File: src/rtl/keypad_pkg.sv
// keypad_pkg: shared types, matrix geometry and phone-layout key map for the keypad scanner.
package keypad_pkg;
  localparam int KP_ROWS = 4;
  localparam int KP_COLS = 4;
  typedef enum logic [1:0] {SCAN, DEBOUNCE, HELD, RELEASE} state_t;
  typedef enum logic [1:0] {NONE, SINGLE, MULTI} cls_t;
  // nibble i holds the phone-layout label of raw code i (row*4+col)
  localparam logic [63:0] HEX_MAP = 64'hDF0E_C987_B654_A321;
  function automatic logic [3:0] hex_map(input logic [3:0] code);
    return HEX_MAP[{code, 2'b00} +: 4];
  endfunction
endpackage

File: src/rtl/keypad_scanner_if.sv
// keypad_scanner_if: keypad matrix lines plus the debounced key event outputs.
interface keypad_scanner_if;
  logic [3:0] row_in;
  logic [3:0] col_out;
  logic [3:0] key_code;
  logic       key_valid;
  logic       key_held;
  logic       key_err;
  modport master (input row_in, output col_out, key_code, key_valid, key_held, key_err);
  modport slave (output row_in, input col_out, key_code, key_valid, key_held, key_err);
endinterface

File: src/rtl/keypad_col_driver.sv
// keypad_col_driver: slot prescaler and one-hot-low column ring with per-slot sample strobe.
module keypad_col_driver
  import keypad_pkg::*;
#(
  parameter int SLOT_CYC = 4
) (
  input  logic               clk,
  input  logic               reset,
  output logic [KP_COLS-1:0] col_out,
  output logic [1:0]         col_idx,
  output logic               sample_en,
  output logic               frame_end
);
  localparam int SW = SLOT_CYC > 1 ? $clog2(SLOT_CYC) : 1;
  localparam logic [SW-1:0] LAST = SW'(SLOT_CYC - 1);
  logic [SW-1:0] slot;
  assign sample_en = slot == LAST;
  assign frame_end = sample_en && col_idx == 2'd3;
  assign col_out = ~(4'b0001 << col_idx);
  always_ff @(posedge clk or negedge reset)
    if (!reset) begin
      slot <= '0;
      col_idx <= '0;
    end else begin
      slot <= sample_en ? '0 : slot + 1'b1;
      col_idx <= col_idx + 2'(sample_en);
    end
endmodule

File: src/rtl/keypad_scanner.sv
// keypad_scanner: 4x4 matrix scanner with frame-based debounce; define KEYPAD_HEXMAP_EN
// to report keys through the phone-layout hex map instead of raw row*4+col codes.
module keypad_scanner
  import keypad_pkg::*;
#(
  parameter int CLK_HZ         = 50000000,
  parameter int SCAN_HZ        = 1000,
  parameter int DEBOUNCE_SCANS = 4
) (
  input  logic clk,
  input  logic reset,
  keypad_scanner_if.master kp
);
  localparam int SLOT_CYC = CLK_HZ / SCAN_HZ;
  localparam logic [3:0] DB = 4'(DEBOUNCE_SCANS);
  localparam bit ONE_SHOT = DEBOUNCE_SCANS == 1;
  logic [KP_ROWS-1:0] s1, s2, hit;
  logic [3:0] col_out, code_acc, code_new, cand, cnt, key_code;
  logic [1:0] col_idx, row_idx, n_acc, n_new;
  logic [2:0] sum;
  logic sample_en, frame_end, cand_acc, cand_new, key_valid, key_held, key_err;
  cls_t cls;
  state_t state;
  function automatic logic [3:0] out_code(input logic [3:0] c);
`ifdef KEYPAD_HEXMAP_EN
    return hex_map(c);
`else
    return c;
`endif
  endfunction
  keypad_col_driver #(.SLOT_CYC(SLOT_CYC)) u_col (
    .clk(clk), .reset(reset), .col_out(col_out), .col_idx(col_idx),
    .sample_en(sample_en), .frame_end(frame_end)
  );
  assign kp.col_out = col_out;
  assign kp.key_code = key_code;
  assign kp.key_valid = key_valid;
  assign kp.key_held = key_held;
  assign kp.key_err = key_err;
  // frame summary so far merged with the column being sampled now
  always_comb begin
    hit = ~s2;
    row_idx = hit[0] ? 2'd0 : hit[1] ? 2'd1 : hit[2] ? 2'd2 : 2'd3;
    sum = {1'b0, n_acc} + 3'(hit[0]) + 3'(hit[1]) + 3'(hit[2]) + 3'(hit[3]);
    n_new = sum > 3'd1 ? 2'd2 : sum[1:0];
    code_new = |hit ? {row_idx, col_idx} : code_acc;
    cand_new = cand_acc | (col_idx == cand[1:0] && hit[cand[3:2]]);
    cls = n_new == 2'd0 ? NONE : n_new == 2'd1 ? SINGLE : MULTI;
  end
  always_ff @(posedge clk or negedge reset)
    if (!reset) begin
      s1 <= '1;
      s2 <= '1;
      n_acc <= '0;
      code_acc <= '0;
      cand_acc <= 1'b0;
      state <= SCAN;
      cand <= '0;
      cnt <= '0;
      key_code <= '0;
      key_valid <= 1'b0;
      key_held <= 1'b0;
      key_err <= 1'b0;
    end else begin
      s1 <= kp.row_in;
      s2 <= s1;
      key_valid <= 1'b0;
      if (sample_en) begin
        n_acc <= frame_end ? '0 : n_new;
        code_acc <= frame_end ? '0 : code_new;
        cand_acc <= frame_end ? 1'b0 : cand_new;
      end
      if (frame_end) begin
        key_err <= cls == MULTI;
        case (state)
          SCAN:
            if (cls == SINGLE) begin
              cand <= code_new;
              if (ONE_SHOT) begin
                state <= HELD;
                key_code <= out_code(code_new);
                key_valid <= 1'b1;
                key_held <= 1'b1;
              end else begin
                state <= DEBOUNCE;
                cnt <= 4'd1;
              end
            end
          DEBOUNCE:
            if (cls == SINGLE && code_new == cand) begin
              if (cnt + 4'd1 == DB) begin
                state <= HELD;
                cnt <= '0;
                key_code <= out_code(cand);
                key_valid <= 1'b1;
                key_held <= 1'b1;
              end else cnt <= cnt + 4'd1;
            end else begin
              state <= SCAN;
              cnt <= '0;
            end
          HELD:
            if (!cand_new) begin
              state <= ONE_SHOT ? SCAN : RELEASE;
              cnt <= ONE_SHOT ? 4'd0 : 4'd1;
              key_held <= !ONE_SHOT;
            end
          RELEASE:
            if (cand_new) begin
              state <= HELD;
              cnt <= '0;
            end else if (cnt + 4'd1 == DB) begin
              state <= SCAN;
              cnt <= '0;
              key_held <= 1'b0;
            end else cnt <= cnt + 4'd1;
          default: state <= SCAN;
        endcase
      end
    end
endmodule

File: src/flat_wrapper.sv
// flat-port wrapper written by rule: the top's interface ports become plain ports
module keypad_scanner_flat import keypad_pkg::*;
#(
  parameter int CLK_HZ         = 50000000,
  parameter int SCAN_HZ        = 1000,
  parameter int DEBOUNCE_SCANS = 4
)
  (clk, reset, kp_row_in, kp_col_out, kp_key_code, kp_key_valid, kp_key_held, kp_key_err);
  keypad_scanner_if kp_i ();
  input  logic clk;
  input  logic reset;
  input wire logic [$bits(kp_i.row_in)-1:0] kp_row_in;
  output wire logic [$bits(kp_i.col_out)-1:0] kp_col_out;
  output wire logic [$bits(kp_i.key_code)-1:0] kp_key_code;
  output wire logic [$bits(kp_i.key_valid)-1:0] kp_key_valid;
  output wire logic [$bits(kp_i.key_held)-1:0] kp_key_held;
  output wire logic [$bits(kp_i.key_err)-1:0] kp_key_err;
  assign kp_i.row_in = kp_row_in;
  assign kp_col_out = kp_i.col_out;
  assign kp_key_code = kp_i.key_code;
  assign kp_key_valid = kp_i.key_valid;
  assign kp_key_held = kp_i.key_held;
  assign kp_key_err = kp_i.key_err;
  keypad_scanner #(.CLK_HZ(CLK_HZ), .SCAN_HZ(SCAN_HZ), .DEBOUNCE_SCANS(DEBOUNCE_SCANS)) u_core (.clk(clk), .reset(reset), .kp(kp_i));
endmodule
File: config.mk
export PLATFORM = sky130hd
export DESIGN_NAME = keypad_scanner_flat
export DESIGN_NICKNAME = d
export VERILOG_FILES = /design/src/rtl/keypad_pkg.sv /design/src/rtl/keypad_scanner_if.sv /design/src/rtl/keypad_col_driver.sv /design/src/rtl/keypad_scanner.sv /design/src/flat_wrapper.sv
export SDC_FILE = /design/constraint.sdc
export NUM_CORES = 1
export LEC_CHECK = 0
export ABC_CLOCK_PERIOD_IN_PS = 4200
export CAP_MARGIN = 20
export CORE_ASPECT_RATIO = 0.8
export CORE_MARGIN = 1.5
export CORE_UTILIZATION = 35
export DETAILED_ROUTE_END_ITERATION = 7
export SLEW_MARGIN = 20
export SYNTH_ARGS = -nofsm -noshare
export SYNTH_HDL_FRONTEND = slang
export SYNTH_SLANG_ARGS = --single-unit
File: constraint.sdc
create_clock -name clk -period 4.2 [get_ports clk]
set_clock_uncertainty 0.15 [all_clocks]
set_input_delay 1.26 -clock clk [delete_from_list [all_inputs] [get_ports clk]]
set_output_delay 1.26 -clock clk [all_outputs]
set_load 0.03 [all_outputs]
# After elaboration in Yosys (flattened, before gate mapping)
# Cells that the tools add are included.
dict set report word_totals {
  regBits 50
  word_cells 94
  in_bits 6
  output_inout_bits 11
}
dict set report op_classes {
  bitwise_logic 3
  n_mux 36
  addsub 7
  eq_ne 19
  reduce_logical 12
  order_cmp 2
  n_shift 1
}
# op count
set ops {}
lappend ops {{$mux 4} 7}
lappend ops {{$mux 2} 12}
lappend ops {{$add 16x1->16 const B} 1}
lappend ops {{$eq 16x16->1 const B} 1}
lappend ops {{$mux 16} 1}
lappend ops {{$pmux 4 s4} 1}
lappend ops {{$mux 1} 12}
lappend ops {{$add 3x1->3} 3}
lappend ops {{$eq 2x2->1 const B} 4}
lappend ops {{$ne 2x1->1 const B} 4}
lappend ops {{$not 4->4} 2}
lappend ops {{$pmux 2 s4} 1}
lappend ops {{$reduce_and 7->1} 1}
lappend ops {{$eq 2x1->1 const B} 3}
lappend ops {{$reduce_and 3->1} 2}
lappend ops {{$reduce_and 5->1} 1}
lappend ops {{$add 4x1->4 const B} 1}
lappend ops {{$eq 4x3->1 const B} 1}
lappend ops {{$eq 4x4->1} 1}
lappend ops {{$logic_not 2->1} 2}
lappend ops {{$ne 2x2->1 const B} 2}
lappend ops {{$reduce_and 4->1} 1}
lappend ops {{$reduce_or 4->1} 1}
lappend ops {{$shl 1x2->4 const A} 1}
lappend ops {{other kinds (12)} 14}

# Depth between registers and ports, before layout
dict set report depth {
  depth_word 15
  mapped_depth 11
  depth_no_buf 11
}

# Cells and area by module
# A second synthesis with hierarchy kept.
dict set report hier_totals {
  cells_unflattened 231
  hier_area_um2 2519.9
}
# module cells_per_inst area_per_inst_um2 n_inst seq_area_each_um2
set by_module_without_submodules {}
lappend by_module_without_submodules {keypad_scanner 149 1632.8 1 810.8}
lappend by_module_without_submodules {keypad_col_driver 82 887.1 1 450.4}

# Worst setup path after synthesis
# Ideal clock, no wire load.
dict set report synth_path {
  kind {register to register}
  from {register u_core.n_acc[0]}
  to {register u_core.key_code[0] (netlist: u_core.kp.key_code[0])}
  slack_ns 0.853
  period_less_slack_ns 3.347
  arrival_ns 3.072
  path_buffers 0
  path_stages_with_launch 11
  cell_sequence {dfrtp_1 -> inv_1 -> fa_1 -> inv_1 -> fa_1 -> fa_1 -> nor2_1 -> nand2_1 -> or4_4 -> nand3b_4 -> mux2_4}
}
dict set report synth_via {
  elab_chain_len 12
  elab_cells_between_ends 13
  classes_between {add/sub (4); order compare (1); eq/ne (2); mux (3); reduce/logical (3)}
}
# item line_no
set synth_lines {}
lappend synth_lines {{start, declared} keypad_scanner.sv:19} ;# logic [1:0] col_idx, row_idx, n_acc, n_new;
lappend synth_lines {{start signal, assigned} keypad_scanner.sv:69} ;# n_acc <= frame_end ? '0 : n_new;
lappend synth_lines {{$add 2x1->3 (*)} keypad_scanner.sv:44} ;# sum = {1'b0, n_acc} + 3'(hit[0]) + 3'(hit[1]) + 3'(hit[2]) + 3'(hit[3]);
lappend synth_lines {{$add 3x1->3 (*) (3 in series)} keypad_scanner.sv:44}
lappend synth_lines {{$gt 3x1->1} keypad_scanner.sv:45} ;# n_new = sum > 3'd1 ? 2'd2 : sum[1:0];
lappend synth_lines {{$mux 2 (*)} keypad_scanner.sv:45}
lappend synth_lines {{$eq 2x1->1} keypad_scanner.sv:48} ;# cls = n_new == 2'd0 ? NONE : n_new == 2'd1 ? SINGLE : MULTI;
lappend synth_lines {{$mux 2} keypad_scanner.sv:48}
lappend synth_lines {{$mux 2 (*)} keypad_scanner.sv:48}
lappend synth_lines {{$eq 2x1->1 (*)} keypad_scanner.sv:90} ;# if (cls == SINGLE && code_new == cand) begin
lappend synth_lines {{$logic_and 1x1->1 (*)} keypad_scanner.sv:90}
lappend synth_lines {{$reduce_and 4->1 (no line) (*)} n/a}
lappend synth_lines {{end signal, assigned} keypad_scanner.sv:81} ;# key_code <= out_code(code_new);
lappend synth_lines {{end signal, assigned} keypad_scanner.sv:94} ;# key_code <= out_code(cand);
lappend synth_lines {{end, declared} keypad_scanner.sv:18} ;# logic [3:0] col_out, code_acc, code_new, cand, cnt, key_code;
# Every way passes the cells marked *; elsewhere a longest branch is shown, timed or not.
# A chain may end at the register's enable or synchronous reset.

# Worst setup path after layout
dict set report layout_path {
  from {register u_core.s2[0]}
  to {register u_core.cnt[3]}
}
dict set report layout_via {
  elab_chain_len 14
  elab_cells_between_ends 27
  classes_between {add/sub (4); order compare (1); eq/ne (5); mux (10); bitwise (2); reduce/logical (5)}
}
# item line_no
set layout_lines {}
lappend layout_lines {{start, declared} keypad_scanner.sv:17} ;# logic [KP_ROWS-1:0] s1, s2, hit;
lappend layout_lines {{start signal, assigned} keypad_scanner.sv:53} ;# s2 <= '1;
lappend layout_lines {{start signal, assigned} keypad_scanner.sv:66} ;# s2 <= s1;
lappend layout_lines {{$not 4->4 (*)} keypad_scanner.sv:42} ;# hit = ~s2;
lappend layout_lines {{$add 2x1->3} keypad_scanner.sv:44}
lappend layout_lines {{$add 3x1->3 (3 in series)} keypad_scanner.sv:44}
lappend layout_lines {{$gt 3x1->1} keypad_scanner.sv:45}
lappend layout_lines {{$mux 2} keypad_scanner.sv:45}
lappend layout_lines {{$eq 2x1->1} keypad_scanner.sv:48}
lappend layout_lines {{$mux 2 (2 in series)} keypad_scanner.sv:48}
lappend layout_lines {{$eq 2x1->1} {keypad_scanner.sv:77, keypad_scanner.sv:90}}
lappend layout_lines {{$logic_and 1x1->1} keypad_scanner.sv:90}
lappend layout_lines {{$mux 4} keypad_scanner.sv:90}
lappend layout_lines {{$pmux 4 s4} keypad_scanner.sv:75} ;# case (state)
lappend layout_lines {{end signal, assigned} keypad_scanner.sv:97} ;# end else cnt <= cnt + 4'd1;
lappend layout_lines {{end signal, assigned} keypad_scanner.sv:105} ;# cnt <= ONE_SHOT ? 4'd0 : 4'd1;
lappend layout_lines {{end signal, assigned} keypad_scanner.sv:116} ;# end else cnt <= cnt + 4'd1;
lappend layout_lines {{end, declared} keypad_scanner.sv:18}
# Every way passes the cells marked *; elsewhere a longest branch is shown, timed or not. The select of a mux whose other input is x is not followed.

==> results_tabular.tex <==
\begin{tabular}{lr}
\hline
Metric & Value \\
\hline
\multicolumn{2}{l}{\textbf{Power and ir drop}} \\
\quad Pwr Density & 330.7 nW/um\^{}2 \\
\quad Static leakage power & 1.286 nW \\
\quad Total Power & about 0.00095 W \\
\quad Worst vdd rail ir drop & around 0.12 mV \\
\multicolumn{2}{l}{\textbf{Setup path}} \\
\quad Worst setup slack for register-to-register paths & approximately 0.66 ns \\
\quad Critical Path RT & 4.28 ns \\
\quad Slowest-stage cell, CP & nor4b\_1 \\
\quad Crit Reg-Reg Endpoint & u\_core.cnt[3]\$\_DFFE\_PN0P\_ \\
\quad CP most frequent cell & fa\_1 \\
\quad Data arrival time of the worst path & between 3 and 4 ns \\
\quad Category of the worst setup path launch point & flop \\
\quad Highest net fanout along the worst path & 7 \\
\quad Series of cell instances along the critical path & fa\_1 -> inv\_1 -> fa\_1 -> fa\_1 -> nor2\_1 -> nand2\_1 -> nor2\_1 -> nor4b\_1 -> o21ai\_0 -> o21ai\_0 \\
\quad Peak per-stage delay on the critical path & between 0.5 and 0.6 ns \\
\quad Gate family responsible for the most delay along the worst path & adder cells \\
\quad Worst setup EP type & flop \\
\quad Worst reg2reg startpoint & u\_core.s2[0]\$\_DFF\_PN1\_ \\
\quad Number of buffer and inverter stages on the critical path & 1 \\
\quad Type of the worst setup path & reg2reg \\
\quad Worst Reg-to-Reg Cells & 10 \\
\multicolumn{2}{l}{\textbf{Finish}} \\
\quad N\_diodes & 0 \\
\quad Final cell count without fillers & 331 \\
\quad Fraction of final layout cells sized beyond drive strength 1 & 0.1352 \\
\quad Signed area change from the synthesized netlist to the final layout & 15.86\% \\
\quad Final Core Density & 0.4171 \\
\quad Combined area of the multi-input logic cells & about 1100 um\^{}2 \\
\quad Area of all sequential standard cells & between 1000 and 1500 um\^{}2 \\
\quad Final Net Count & $\sim$260 \\
\quad Fillers & 655 \\
\multicolumn{2}{l}{\textbf{Placement}} \\
\quad Hpwl dp & 3186 um \\
\quad Count of input and output buffers & 16 \\
\quad Worst Setup Slack post-DPL & roughly 0.69 ns \\
\quad Post-placement cell count & approximately 320 \\
\quad Final weighted congestion of routability-driven global placement & $\sim$0.77 \\
\multicolumn{2}{l}{\textbf{Yosys}} \\
\quad Number of synthesis warnings & 0 \\
\quad Leading area contributor after synthesis & dfrtp\_1 \\
\quad Post-synthesis instance area & around 2500 um\^{}2 \\
\quad Count of unique library cells instantiated by Yosys & between 50 and 60 \\
\quad Proportion of netlist area held by the largest area contributor & 0.4257 \\
\quad Ys async rst share & 1.000 \\
\quad Nets in the synthesized netlist & roughly 230 \\
\quad Synth Register Bits & 50 \\
\quad Synthesized area per cell & approximately 11 um\^{}2 \\
\quad Post-synth EDFFs & 0 \\
\quad Most used standard cell by instance count after synthesis & dfrtp\_1 \\
\quad Most used DFF post-synth & dfrtp\_1 \\
\quad Number of instances in the synthesized netlist & between 200 and 250 \\
\quad Part of the Yosys area used for sequential elements & 0.5109 \\
\quad Top cells by instance count after synthesis & dfrtp\_1, nand2\_1, nor2\_1 \\
\quad Cells taking the most area after synthesis & dfrtp\_1, dfstp\_2, xor2\_1 \\
\multicolumn{2}{l}{\textbf{STA}} \\
\quad Pins Over Slew Limit & 0 \\
\quad Setup slack of the critical path after layout & 0.6621 ns \\
\quad Minimum clock period after layout & roughly 3.5 ns \\
\quad Final worst path period share & 0.8423 \\
\quad Final sum of negative setup slack & 0 ns \\
\quad Worst max-slew margin expressed relative to the limit & 0.5670 \\
\quad RSZ-0062 raised after global routing & false \\
\quad F\_max & 282.7 MHz \\
\quad Count of endpoints failing setup in the final report & 0 \\
\quad Actual slew at the worst max-slew pin & 0.6405 ns \\
\quad Final hold violation count & 0 \\
\multicolumn{2}{l}{\textbf{GRT}} \\
\quad Total global routing overflow & 0 \\
\quad Vias in the first global route & roughly 1700 \\
\quad Number of antenna violations at the first check in global routing & 0 \\
\quad Global-route wire length before repair & around 7900 um \\
\quad Global-route total usage across every layer & 0.1291 \\
\quad Largest net degree at the start of global routing & 28 \\
\multicolumn{2}{l}{\textbf{Floorplanning}} \\
\quad Starting density of the core & 0.3600 \\
\quad Horizontal die dimension & about 97 um \\
\quad Row count & 27 \\
\quad Number of placed I/O pins & 17 \\
\quad Std-Cell Core Area & between 6000 and 7000 um\^{}2 \\
\quad Height of the die & approximately 78 um \\
\quad DIE AREA & 7569 um\^{}2 \\
\multicolumn{2}{l}{\textbf{Clock tree}} \\
\quad Library cell used as clock root buffer & clkbuf\_8 \\
\quad TritonCTS clock tree & yes \\
\quad Number of gates resized after CTS & 0 \\
\quad Clock buffers created by TritonCTS & 5 \\
\quad Clock slew at reported path FFs & 0.09 ns \\
\quad Num Clock Sinks & 50 \\
\quad Post CTS Setup Buffer Count & 0 \\
\quad H-tree depth reported by CTS & 2 \\
\quad Source-to-sink clock delay at the later pin of the worst-skew pair & roughly 0.31 ns \\
\quad Hold-fix buffers at CTS & 0 \\
\quad Clk buf depth & 2 \\
\multicolumn{2}{l}{\textbf{Route}} \\
\quad Final routed wire length divided by cell count & around 13 um \\
\quad Vias per std cell & just under 5 \\
\quad DRT iter0 DRCs & between 70 and 80 \\
\quad Remaining DRCs & 0 \\
\quad Number of iterations in the first detailed-routing pass & 4 \\
\quad Via count of the routed design & 1617 \\
\quad Total length of routed wires & 4432 um \\
\quad Post-DRT Antenna Nets & 0 \\
\multicolumn{2}{l}{\textbf{Min path}} \\
\quad Hold Path Class & reg2reg \\
\quad End point of the most critical hold path & u\_core.s2[1]\$\_DFF\_PN1\_ \\
\quad Worst Min Path Start & u\_core.s1[1]\$\_DFF\_PN1\_ \\
\quad Hold Crit Depth & 0 \\
\multicolumn{2}{l}{\textbf{Job}} \\
\quad Max cap viols & 0 \\
\multicolumn{2}{l}{\textbf{Status}} \\
\quad Status & finished clean \\
\hline
\end{tabular}
-- worst max-delay path by stage --
stage / to / cells after the start / start
after global routing: u_core.cnt[1]$_DFFE_PN0P_ / 10 / u_core.s2[0]$_DFF_PN1_
after detailed placement: u_core.cnt[3]$_DFFE_PN0P_ / 10 / u_core.s2[0]$_DFF_PN1_
after global placement: u_core.kp.key_code[3]$_DFFE_PN0P_ / 10 / u_core.n_acc[0]$_DFFE_PN0N_
after floorplan: u_core.kp.key_code[0]$_DFFE_PN0P_ / 10 / u_core.n_acc[0]$_DFFE_PN0N_
final: u_core.cnt[3]$_DFFE_PN0P_ / 10 / u_core.s2[0]$_DFF_PN1_
after CTS: u_core.cnt[3]$_DFFE_PN0P_ / 10 / u_core.s2[0]$_DFF_PN1_
-- kinds of logic (layout without fill, tap and decap cells) --
group,count (synthesis),in the layout,share of synthesized area
XOR/XNOR,18,18,0.06386
multiplexers,7,7,0.04663
AO/OA/AOI/OAI,33,33,0.09225
adder cells (fa/ha/maj),6,6,0.03954
buffers and inverters,17,39,0.03345
AND/OR/NAND/NOR,91,91,0.2134
flip-flops,50,50,0.5109
-- registers in the layout (all words and copies together) (netlist names), 2 cells and up --
name	cells
u_core.s2	4
u_core.u_col.col_idx	2
u_core.n_acc	2
u_core.state	2
u_core.u_col.slot	16
u_core.code_acc	4
u_core.kp.key_code	4
u_core.s1	4
u_core.cnt	4
u_core.cand	4
-- through the flow --
| stage | instance area [um^2] | hold WS (ns) |
|---|---|---|
| detailed placement | 2718 | 0.1981 |
| floorplan | 2469 | 0.1952 |
| global placement | 2718 | 0.1966 |
| global route | 2860 | 0.2119 |
| finish | 2860 | 0.2088 |
| CTS | 2860 | 0.2110 |
-- final cells by class --
| class | count | share of cell area |
|---|---|---|
| multi-input combinational | 155 | 0.3933 |
| clock buffer | 6 | 0.02887 |
| tap | 87 | 0.03806 |
| timing repair buffer | 19 | 0.06212 |
| inverter | 12 | 0.01575 |
| sequential | 50 | 0.4409 |
| clock inverter | 2 | 0.02100 |
-- layout by cell type, fill, tap and decap left out, types with 2 or more instances in the layout --
| cell | n |
|---|---|
| and3b_1 | 2 |
| and2b_1 | 3 |
| xnor2_1 | 8 |
| a31oi_1 | 2 |
| nand2_1 | 22 |
| nor4bb_1 | 2 |
| a21oi_1 | 3 |
| nand3_1 | 7 |
| ha_1 | 3 |
| o31ai_1 | 2 |
| xor2_1 | 10 |
| o21ai_0 | 13 |
| buf_4 | 3 |
| nor2_1 | 20 |
| clkbuf_8 | 6 |
| a22o_1 | 2 |
| bufinv_16 | 2 |
| clkdlybuf4s50_1 | 15 |
| inv_1 | 12 |
| and3_1 | 6 |
| mux2_4 | 3 |
| dfstp_2 | 8 |
| nor4b_1 | 2 |
| nand4_1 | 4 |
| nor2b_1 | 5 |
| or3_1 | 2 |
| nor3_1 | 2 |
| dfrtp_1 | 42 |
| nand2b_1 | 3 |
| a2bb2oi_1 | 2 |
| fa_1 | 3 |
-- report_power, final --
group	internal (W)	switching (W)
Sequential	0.000488	0.00000371
Combinational	0.0000154	0.0000252
Clock	0.000254	0.000160
-- layer usage --
layer / wire (um) / vias to the layer above / global-route usage
met3: 113 / 5 / 0.03206
met1: 2358 / 786 / 0.1825
met4: 41 / 0 / 0.04928
li1: - / 809 / -
met5: 0 / - / 0
met2: 1918 / 17 / 0.1909
Note: power is estimated with default switching activity, not from simulation.
